==> config.mk <==
export PLATFORM = sky130hd
export DESIGN_NAME = adc_train_pattern_gen_flat
export DESIGN_NICKNAME = d
export VERILOG_FILES = /design/src/rtl/adc_train_pattern_gen_if.sv /design/src/rtl/adc_train_pattern_gen.sv /design/src/flat_wrapper.sv
export SDC_FILE = /design/constraint.sdc
export NUM_CORES = 1
export LEC_CHECK = 0
export ABC_CLOCK_PERIOD_IN_PS = 8000
export BUFFER_PORTS_ARGS = -buffer_cell sky130_fd_sc_hd__buf_2
export CAP_MARGIN = 10
export CORE_ASPECT_RATIO = 1.4
export CORE_MARGIN = 5
export CORE_UTILIZATION = 35
export DETAILED_ROUTE_END_ITERATION = 7
export PLACE_DENSITY = 0.62
export SKIP_LAST_GASP = 1
export SYNTH_ARGS = -nofsm -noshare
export SYNTH_HDL_FRONTEND = slang
export SYNTH_SLANG_ARGS = --single-unit
==> constraint.sdc <==
create_clock -name clk -period 8 [get_ports clk]
set_input_delay 1.2 -clock clk [delete_from_list [all_inputs] [get_ports clk]]
set_output_delay 1.2 -clock clk [all_outputs]
set_load 0.01 [all_outputs]
==> src/rtl/adc_train_pattern_gen_if.sv <==
// Payload source and beat output bundle for adc_train_pattern_gen.
// master = the generator, slave = whoever feeds payload and consumes beats.
interface adc_train_pattern_gen_if #(
    parameter int unsigned ADC_PORTS = 2
);
    logic                    src_valid;
    logic                    src_ready;
    logic [ADC_PORTS*16-1:0] src_i_data;
    logic [ADC_PORTS*16-1:0] src_q_data;
    logic                    out_dvalid;
    logic [ADC_PORTS*16-1:0] out_i_data;
    logic [ADC_PORTS*16-1:0] out_q_data;

    modport master (
        input  src_valid, src_i_data, src_q_data,
        output src_ready, out_dvalid, out_i_data, out_q_data
    );

    modport slave (
        output src_valid, src_i_data, src_q_data,
        input  src_ready, out_dvalid, out_i_data, out_q_data
    );
endinterface

==> src/rtl/adc_train_pattern_gen.sv <==
// ADC TX training pattern generator with programmable I-or-Q lane skew.
// Define TX_IDLE_PATTERN_EN to fill payload gaps in DATA with pattern beats.
module adc_train_pattern_gen #(
    parameter int unsigned ADC_PORTS   = 2,
    parameter int unsigned SKEW_MAX    = 15,
    parameter int unsigned GUARD_BEATS = 8,
    parameter int unsigned TIMEOUT     = 4096
) (
    input  logic                          clk,
    input  logic                          rst,
    input  logic                          en_train,
    input  logic                          align_cmpl,
    input  logic                          skew_sel_qi,
    input  logic [3:0]                    skew_val,
    adc_train_pattern_gen_if.master       bus,
    output logic                          training,
    output logic                          train_timeout,
    output logic [1:0]                    state_o
);
    localparam int unsigned W  = ADC_PORTS * 16;
    localparam int unsigned TW = $clog2(TIMEOUT);
    localparam int unsigned GW = $clog2(GUARD_BEATS + 1);

`ifdef TX_IDLE_PATTERN_EN
    localparam bit IdlePattern = 1'b1;
`else
    localparam bit IdlePattern = 1'b0;
`endif

    typedef enum logic [1:0] {StIdle = 2'd0, StTrain = 2'd1, StGuard = 2'd2, StData = 2'd3} state_e;

    state_e          state_q, state_d;
    logic            en_prev_q, align_prev_q;
    logic [TW-1:0]   to_cnt_q, to_cnt_d;
    logic [GW-1:0]   grd_cnt_q, grd_cnt_d;
    logic            timeout_q, timeout_d;
    logic            skew_sel_q, skew_sel_d;
    logic [3:0]      skew_val_q, skew_val_d;
    logic            phase_q, phase_d;
    logic [W-1:0]    dline_q [SKEW_MAX];
    logic [W-1:0]    dline_d [SKEW_MAX];
    logic            dvalid_q, dvalid_d;
    logic [W-1:0]    out_i_q, out_i_d, out_q_q, out_q_d;
    logic            training_q, training_d;
    logic [1:0]      state_o_q, state_o_d;

    logic            en_rise, align_fall, timeout_hit;
    logic            pat, pay, beat;
    logic [W-1:0]    new_i, new_q, sk_in, sk_out;

    assign en_rise    = en_train & ~en_prev_q;
    assign align_fall = align_prev_q & ~align_cmpl;

    function automatic logic [W-1:0] pat_word(input logic ph, input logic q_lane);
        logic [W-1:0] w;
        w = '0;
        for (int k = 0; k < int'(ADC_PORTS); k++) begin
            // Pair B when sample parity differs from beat phase, else pair A.
            if (ph ^ k[0]) w[16*k +: 16] = q_lane ? 16'h0008 : 16'h0010;
            else           w[16*k +: 16] = q_lane ? 16'hFFF7 : 16'hFFEF;
        end
        return w;
    endfunction

    always_ff @(posedge clk) begin
        if (rst) begin
            state_q      <= StIdle;
            en_prev_q    <= 1'b0;
            align_prev_q <= 1'b0;
            to_cnt_q     <= '0;
            grd_cnt_q    <= '0;
            timeout_q    <= 1'b0;
            skew_sel_q   <= 1'b0;
            skew_val_q   <= '0;
            phase_q      <= 1'b0;
            for (int i = 0; i < int'(SKEW_MAX); i++) dline_q[i] <= '0;
            dvalid_q     <= 1'b0;
            out_i_q      <= '0;
            out_q_q      <= '0;
            training_q   <= 1'b0;
            state_o_q    <= 2'd0;
        end else begin
            state_q      <= state_d;
            en_prev_q    <= en_train;
            align_prev_q <= align_cmpl;
            to_cnt_q     <= to_cnt_d;
            grd_cnt_q    <= grd_cnt_d;
            timeout_q    <= timeout_d;
            skew_sel_q   <= skew_sel_d;
            skew_val_q   <= skew_val_d;
            phase_q      <= phase_d;
            for (int i = 0; i < int'(SKEW_MAX); i++) dline_q[i] <= dline_d[i];
            dvalid_q     <= dvalid_d;
            out_i_q      <= out_i_d;
            out_q_q      <= out_q_d;
            training_q   <= training_d;
            state_o_q    <= state_o_d;
        end
    end

    always_comb begin
        state_d     = state_q;
        timeout_hit = 1'b0;
        unique case (state_q)
            StIdle:  if (en_rise) state_d = StTrain;
            StTrain: begin
                if (align_cmpl) begin
                    state_d = StGuard;
                end else if (to_cnt_q == TW'(TIMEOUT - 1)) begin
                    state_d     = StIdle;
                    timeout_hit = 1'b1;
                end
            end
            StGuard: if (grd_cnt_q == GW'(GUARD_BEATS - 1)) state_d = StData;
            StData:  if (align_fall) state_d = StTrain;
        endcase
        if (!en_train) state_d = StIdle;
    end

    always_comb begin
        to_cnt_d   = (state_q == StTrain) ? to_cnt_q + 1'b1 : '0;
        grd_cnt_d  = (state_q == StGuard) ? grd_cnt_q + 1'b1 : '0;
        timeout_d  = timeout_q | timeout_hit;
        skew_sel_d = skew_sel_q;
        skew_val_d = skew_val_q;
        phase_d    = phase_q;
        dline_d    = dline_q;
        dvalid_d   = 1'b0;
        out_i_d    = out_i_q;
        out_q_d    = out_q_q;

        pat = (state_q == StTrain) || (state_q == StGuard) ||
              ((state_q == StData) && !bus.src_valid && IdlePattern);
        pay = (state_q == StData) && bus.src_valid;
        // A beat whose cycle ends in IDLE is dropped so IDLE never shows dvalid.
        beat = (pat || pay) && (state_d != StIdle);

        new_i  = pat ? pat_word(phase_q, 1'b0) : bus.src_i_data;
        new_q  = pat ? pat_word(phase_q, 1'b1) : bus.src_q_data;
        sk_in  = skew_sel_q ? new_q : new_i;
        sk_out = (skew_val_q == 4'd0) ? sk_in : dline_q[skew_val_q - 4'd1];

        if (beat) begin
            dvalid_d = 1'b1;
            out_i_d  = skew_sel_q ? new_i : sk_out;
            out_q_d  = skew_sel_q ? sk_out : new_q;
            if (pat) phase_d = ~phase_q;
            dline_d[0] = sk_in;
            for (int i = 1; i < int'(SKEW_MAX); i++) dline_d[i] = dline_q[i-1];
        end

        if ((state_q != StTrain) && (state_d == StTrain)) begin
            phase_d = 1'b0;
            for (int i = 0; i < int'(SKEW_MAX); i++) dline_d[i] = '0;
            if (state_q == StIdle) begin
                timeout_d  = 1'b0;
                skew_sel_d = skew_sel_qi;
                skew_val_d = (skew_val > 4'(SKEW_MAX)) ? 4'(SKEW_MAX) : skew_val;
            end
        end

        if (state_d == StIdle) begin
            out_i_d = '0;
            out_q_d = '0;
        end

        training_d = (state_d == StTrain) || (state_d == StGuard);
        state_o_d  = state_d;
    end

    assign bus.src_ready  = (state_q == StData) && en_train;
    assign bus.out_dvalid = dvalid_q;
    assign bus.out_i_data = out_i_q;
    assign bus.out_q_data = out_q_q;
    assign training       = training_q;
    assign train_timeout  = timeout_q;
    assign state_o        = state_o_q;
endmodule
==> src/flat_wrapper.sv <==
// flat-port wrapper written by rule: the top's interface ports become plain ports
module adc_train_pattern_gen_flat 
#(
    parameter int unsigned ADC_PORTS   = 2,
    parameter int unsigned SKEW_MAX    = 15,
    parameter int unsigned GUARD_BEATS = 8,
    parameter int unsigned TIMEOUT     = 4096
)
  (clk, rst, en_train, align_cmpl, skew_sel_qi, skew_val, training, train_timeout, state_o, bus_src_valid, bus_src_i_data, bus_src_q_data, bus_src_ready, bus_out_dvalid, bus_out_i_data, bus_out_q_data);
  adc_train_pattern_gen_if #(.ADC_PORTS(ADC_PORTS)) bus_i ();
  input  logic clk;
  input  logic rst;
  input  logic en_train;
  input  logic align_cmpl;
  input  logic skew_sel_qi;
  input  logic [3:0] skew_val;
  output logic training;
  output logic train_timeout;
  output logic [1:0] state_o;
  input wire logic [$bits(bus_i.src_valid)-1:0] bus_src_valid;
  input wire logic [$bits(bus_i.src_i_data)-1:0] bus_src_i_data;
  input wire logic [$bits(bus_i.src_q_data)-1:0] bus_src_q_data;
  output wire logic [$bits(bus_i.src_ready)-1:0] bus_src_ready;
  output wire logic [$bits(bus_i.out_dvalid)-1:0] bus_out_dvalid;
  output wire logic [$bits(bus_i.out_i_data)-1:0] bus_out_i_data;
  output wire logic [$bits(bus_i.out_q_data)-1:0] bus_out_q_data;
  assign bus_i.src_valid = bus_src_valid;
  assign bus_i.src_i_data = bus_src_i_data;
  assign bus_i.src_q_data = bus_src_q_data;
  assign bus_src_ready = bus_i.src_ready;
  assign bus_out_dvalid = bus_i.out_dvalid;
  assign bus_out_i_data = bus_i.out_i_data;
  assign bus_out_q_data = bus_i.out_q_data;
  adc_train_pattern_gen #(.ADC_PORTS(ADC_PORTS), .SKEW_MAX(SKEW_MAX), .GUARD_BEATS(GUARD_BEATS), .TIMEOUT(TIMEOUT)) u_core (.clk(clk), .rst(rst), .en_train(en_train), .align_cmpl(align_cmpl), .skew_sel_qi(skew_sel_qi), .skew_val(skew_val), .bus(bus_i), .training(training), .train_timeout(train_timeout), .state_o(state_o));
endmodule
==> results.yml <==
route:
  drt.antenna.violating_nets: 0
  drc: 0
  drt_first_pass_iters: 5
  drt_iter0_drc: 1771
  wl_mm: 69.4
  vias_per_cell: 5.40
  wire_per_inst_microns: 16.6
  num_vias: 22600
pwr:
  p_switching_w: 0.00185
  peakVddDrop_uv: 196
  combinationalPowerShare: 0.157
  power.density_mw_per_mm2: 223
  seqPwrFrac: 0.458
  p_clk_frac: 0.385
  leakagePower_nw: 9.13
  switching_share: 0.292
  internal-power_w: 0.00449
placement:
  portBuffers: 143
  place_area_sq_mm: 0.0268
  place_congestion: 0.785
  post-dp-hpwl_mm: 39.4
  dp_cells: 4100
final_layout:
  final_common_cell: "nand2_1"
  synthToLayoutAreaGrowth_pct: 10.7
  layout.cells.non_filler: 4190
  final_cell_mix: "977 x nand2_1, 615 x a21oi_1, 571 x dfxtp_1"
  post-route-util: 0.391
  layout.nets: 3286
  fin_area_sq_mm: 0.0285
  layout-drive-gt1-share: 0.104
  fillers: 7441
  antenna_cells: 0
sta:
  period_share: 0.517
  fmax_ghz: 0.242
  skew_ns: 0.0233
  hold_viol_final: 0
  slew-limit-headroom: 0.251
  tns_ns: 0
  tightestPinTransition_ns: 1.12
  holdWs_ns: 0.452
  finalMaxSlewViolations: 0
  finalCriticalPeriod_ns: 4.14
  setup_viol: 0
  grt_setup_unrepaired: "no"
cts:
  clock-sinks: 573
  post_cts_buffers: 0
  ctsResizeCount: 0
  clock-root-buffer: "clkbuf_16"
  clk_pin_slew_ns: 0.06
  cts_tree: "done"
  cts_hold_buffers: 0
  htreeDepth: 2
  cts_made_buffers: 52
  clk_latency_ns: 0.60
  ctsLongestPathBuffers: 3
floorplanning:
  dieWidth_microns: 239
  initial_utilization: 0.353
  fp.dieArea_sq_mm: 0.0791
  num_rows: 117
  fp.dieH_microns: 331
  io_pins: 144
  core-area_sq_mm: 0.0728
synth:
  seq_area_frac_synth: 0.446
  async_flop_share: 0
  syn_nets: 3353
  ys_types: 48
  synth_warnings: 0
  yosys_register_bits: 573
  syn_inst: 3269
  avgSynthCellArea_sq_um: 7.87
  ys.flop_type: "dfxtp_1"
  synth_edf_count: 0
  synth_area_sq_mm: 0.0257
global_routing:
  grt_max_degree: 232
  grt_usage: 0.164
  antenna_found_initial: 0
  grt_overflow: 0
  grt_pass1_wl_mm: 111
  grt_pass1_vias: 20700
hold_path:
  hold_class: "reg2reg"
critical_path:
  cp_num_buf_inv: 1
  cpPeakStageDelay_ns: 0.62
  crit_required_ns: 8.52
  cp.arrival_ns: 4.66
  cpLargestDelayFamily: "simple AND/OR/NAND/NOR gates"
  crit_fanout: 231
  path_class: "reg2reg"
  crit_chain: "ha_1 -> nand2_1 -> nor4_1 -> nand3_1 -> a41oi_1 -> or2_2 -> ha_1 -> nand2b_4 -> buf_12 -> nand2_1 -> a21oi_1"
  cpMaxStageDelayCell: "buf_12"
  crit_path_end_kind: "flip-flop"
  start_kind: "flip-flop"
flow_run:
  drv_cap: 0
outcome:
  status: "finished, final reports clean"
## state kept, by name (all words and copies together) (netlist names)
name / flops
u_core.phase_q: 1
u_core.training: 1
u_core.grd_cnt_q: 4
u_core.en_prev_q: 1
u_core.to_cnt_q: 12
u_core.bus.out_dvalid: 1
u_core.bus.out_i_data: 32
u_core.train_timeout: 1
u_core.dline_q: 480
u_core.skew_sel_q: 1
u_core.align_prev_q: 1
u_core.state_o: 2
u_core.bus.out_q_data: 32
u_core.skew_val_q: 4
## cell families (layout without fill, tap and decap cells)
| group | Yosys count | count (layout) | synth area share |
|---|---|---|---|
| compound gates | 1001 | 1001 | 0.231 |
| buf+inv | 306 | 275 | 0.0476 |
| xor+xnor | 11 | 11 | 0.00404 |
| fa+ha+maj | 10 | 10 | 0.00487 |
| flops | 573 | 573 | 0.446 |
| simple gates | 1204 | 1204 | 0.185 |
| mux | 164 | 164 | 0.0815 |
## metrics by stage
step | total power (W) | setup WS (ns)
2_1_floorplan | 0.00363 | 4.76
3_3_place_gp | 0.00396 | 3.81
3_5_place_dp | 0.00396 | 3.80
4_1_cts | 0.00641 | 3.89
5_1_grt | 0.00659 | 3.46
6_report | 0.00634 | 3.86
## final timing paths
path	to	depth (start not counted)	slack, ns	from
max	u_core.dline_q[49]	11	3.86	u_core.to_cnt_q[0]
min	u_core.dline_q[20]	2	0.45	u_core.dline_q[20]
max reg2reg	u_core.dline_q[49]	11	3.86	u_core.to_cnt_q[0]
min reg2reg	u_core.dline_q[20]	2	0.45	u_core.dline_q[20]
## synthesized netlist by cell type (all sizes together) (15+ instances only)
master / instances / share of area
buf: 45 / 0.0095
a21o: 15 / 0.0044
nor2: 116 / 0.017
a31oi: 32 / 0.0078
a2111oi: 62 / 0.021
clkbuf: 251 / 0.037
nand2: 979 / 0.14
mux2: 33 / 0.014
dfxtp: 573 / 0.45
o21ai: 77 / 0.015
o31ai: 94 / 0.027
nor2b: 66 / 0.016
a221oi: 32 / 0.011
mux2i: 98 / 0.038
mux4: 33 / 0.029
a311oi: 31 / 0.011
a21oi: 615 / 0.12
## routing by layer
layer	GRT usage	wire length, microns
met1	0.223	31500
met3	0.0174	3620
met5	0	0
met4	0.0465	1650
met2	0.279	32700
## worst register-to-register path, stage by stage, from the launching register on
cell and delay, ns:
dfxtp_1 0.36, ha_1 0.25, nand2_1 0.11, nor4_1 0.45, nand3_1 0.30, a41oi_1 0.36, or2_2 0.16, ha_1 0.37
nand2b_4 0.47, buf_12 0.63, nand2_1 0.43, a21oi_1 0.18
## power groups by stage
stage | clock [W] | combinational [W] | sequential (W)
floorplan | 0 | 0.000669 | 0.00296
global placement | 0 | 0.000994 | 0.00297
detailed placement | 0 | 0.000992 | 0.00297
CTS | 0.00251 | 0.000994 | 0.00290
global route | 0.00261 | 0.00107 | 0.00291
finish | 0.00244 | 0.000993 | 0.00291
## final cells by class
cell class	instances	area, sq um	share of cell area
flip-flops and latches	573	11500	0.403
well taps	952	1190	0.0418
inverters	10	37.5	0.00132
multi-input cells	2390	13100	0.460
clock buffers	83	1590	0.0558
clock inverters	7	45.0	0.00158
repair buffers	175	1030	0.0362
No activity file was read; power rests on OpenSTA's default activity.
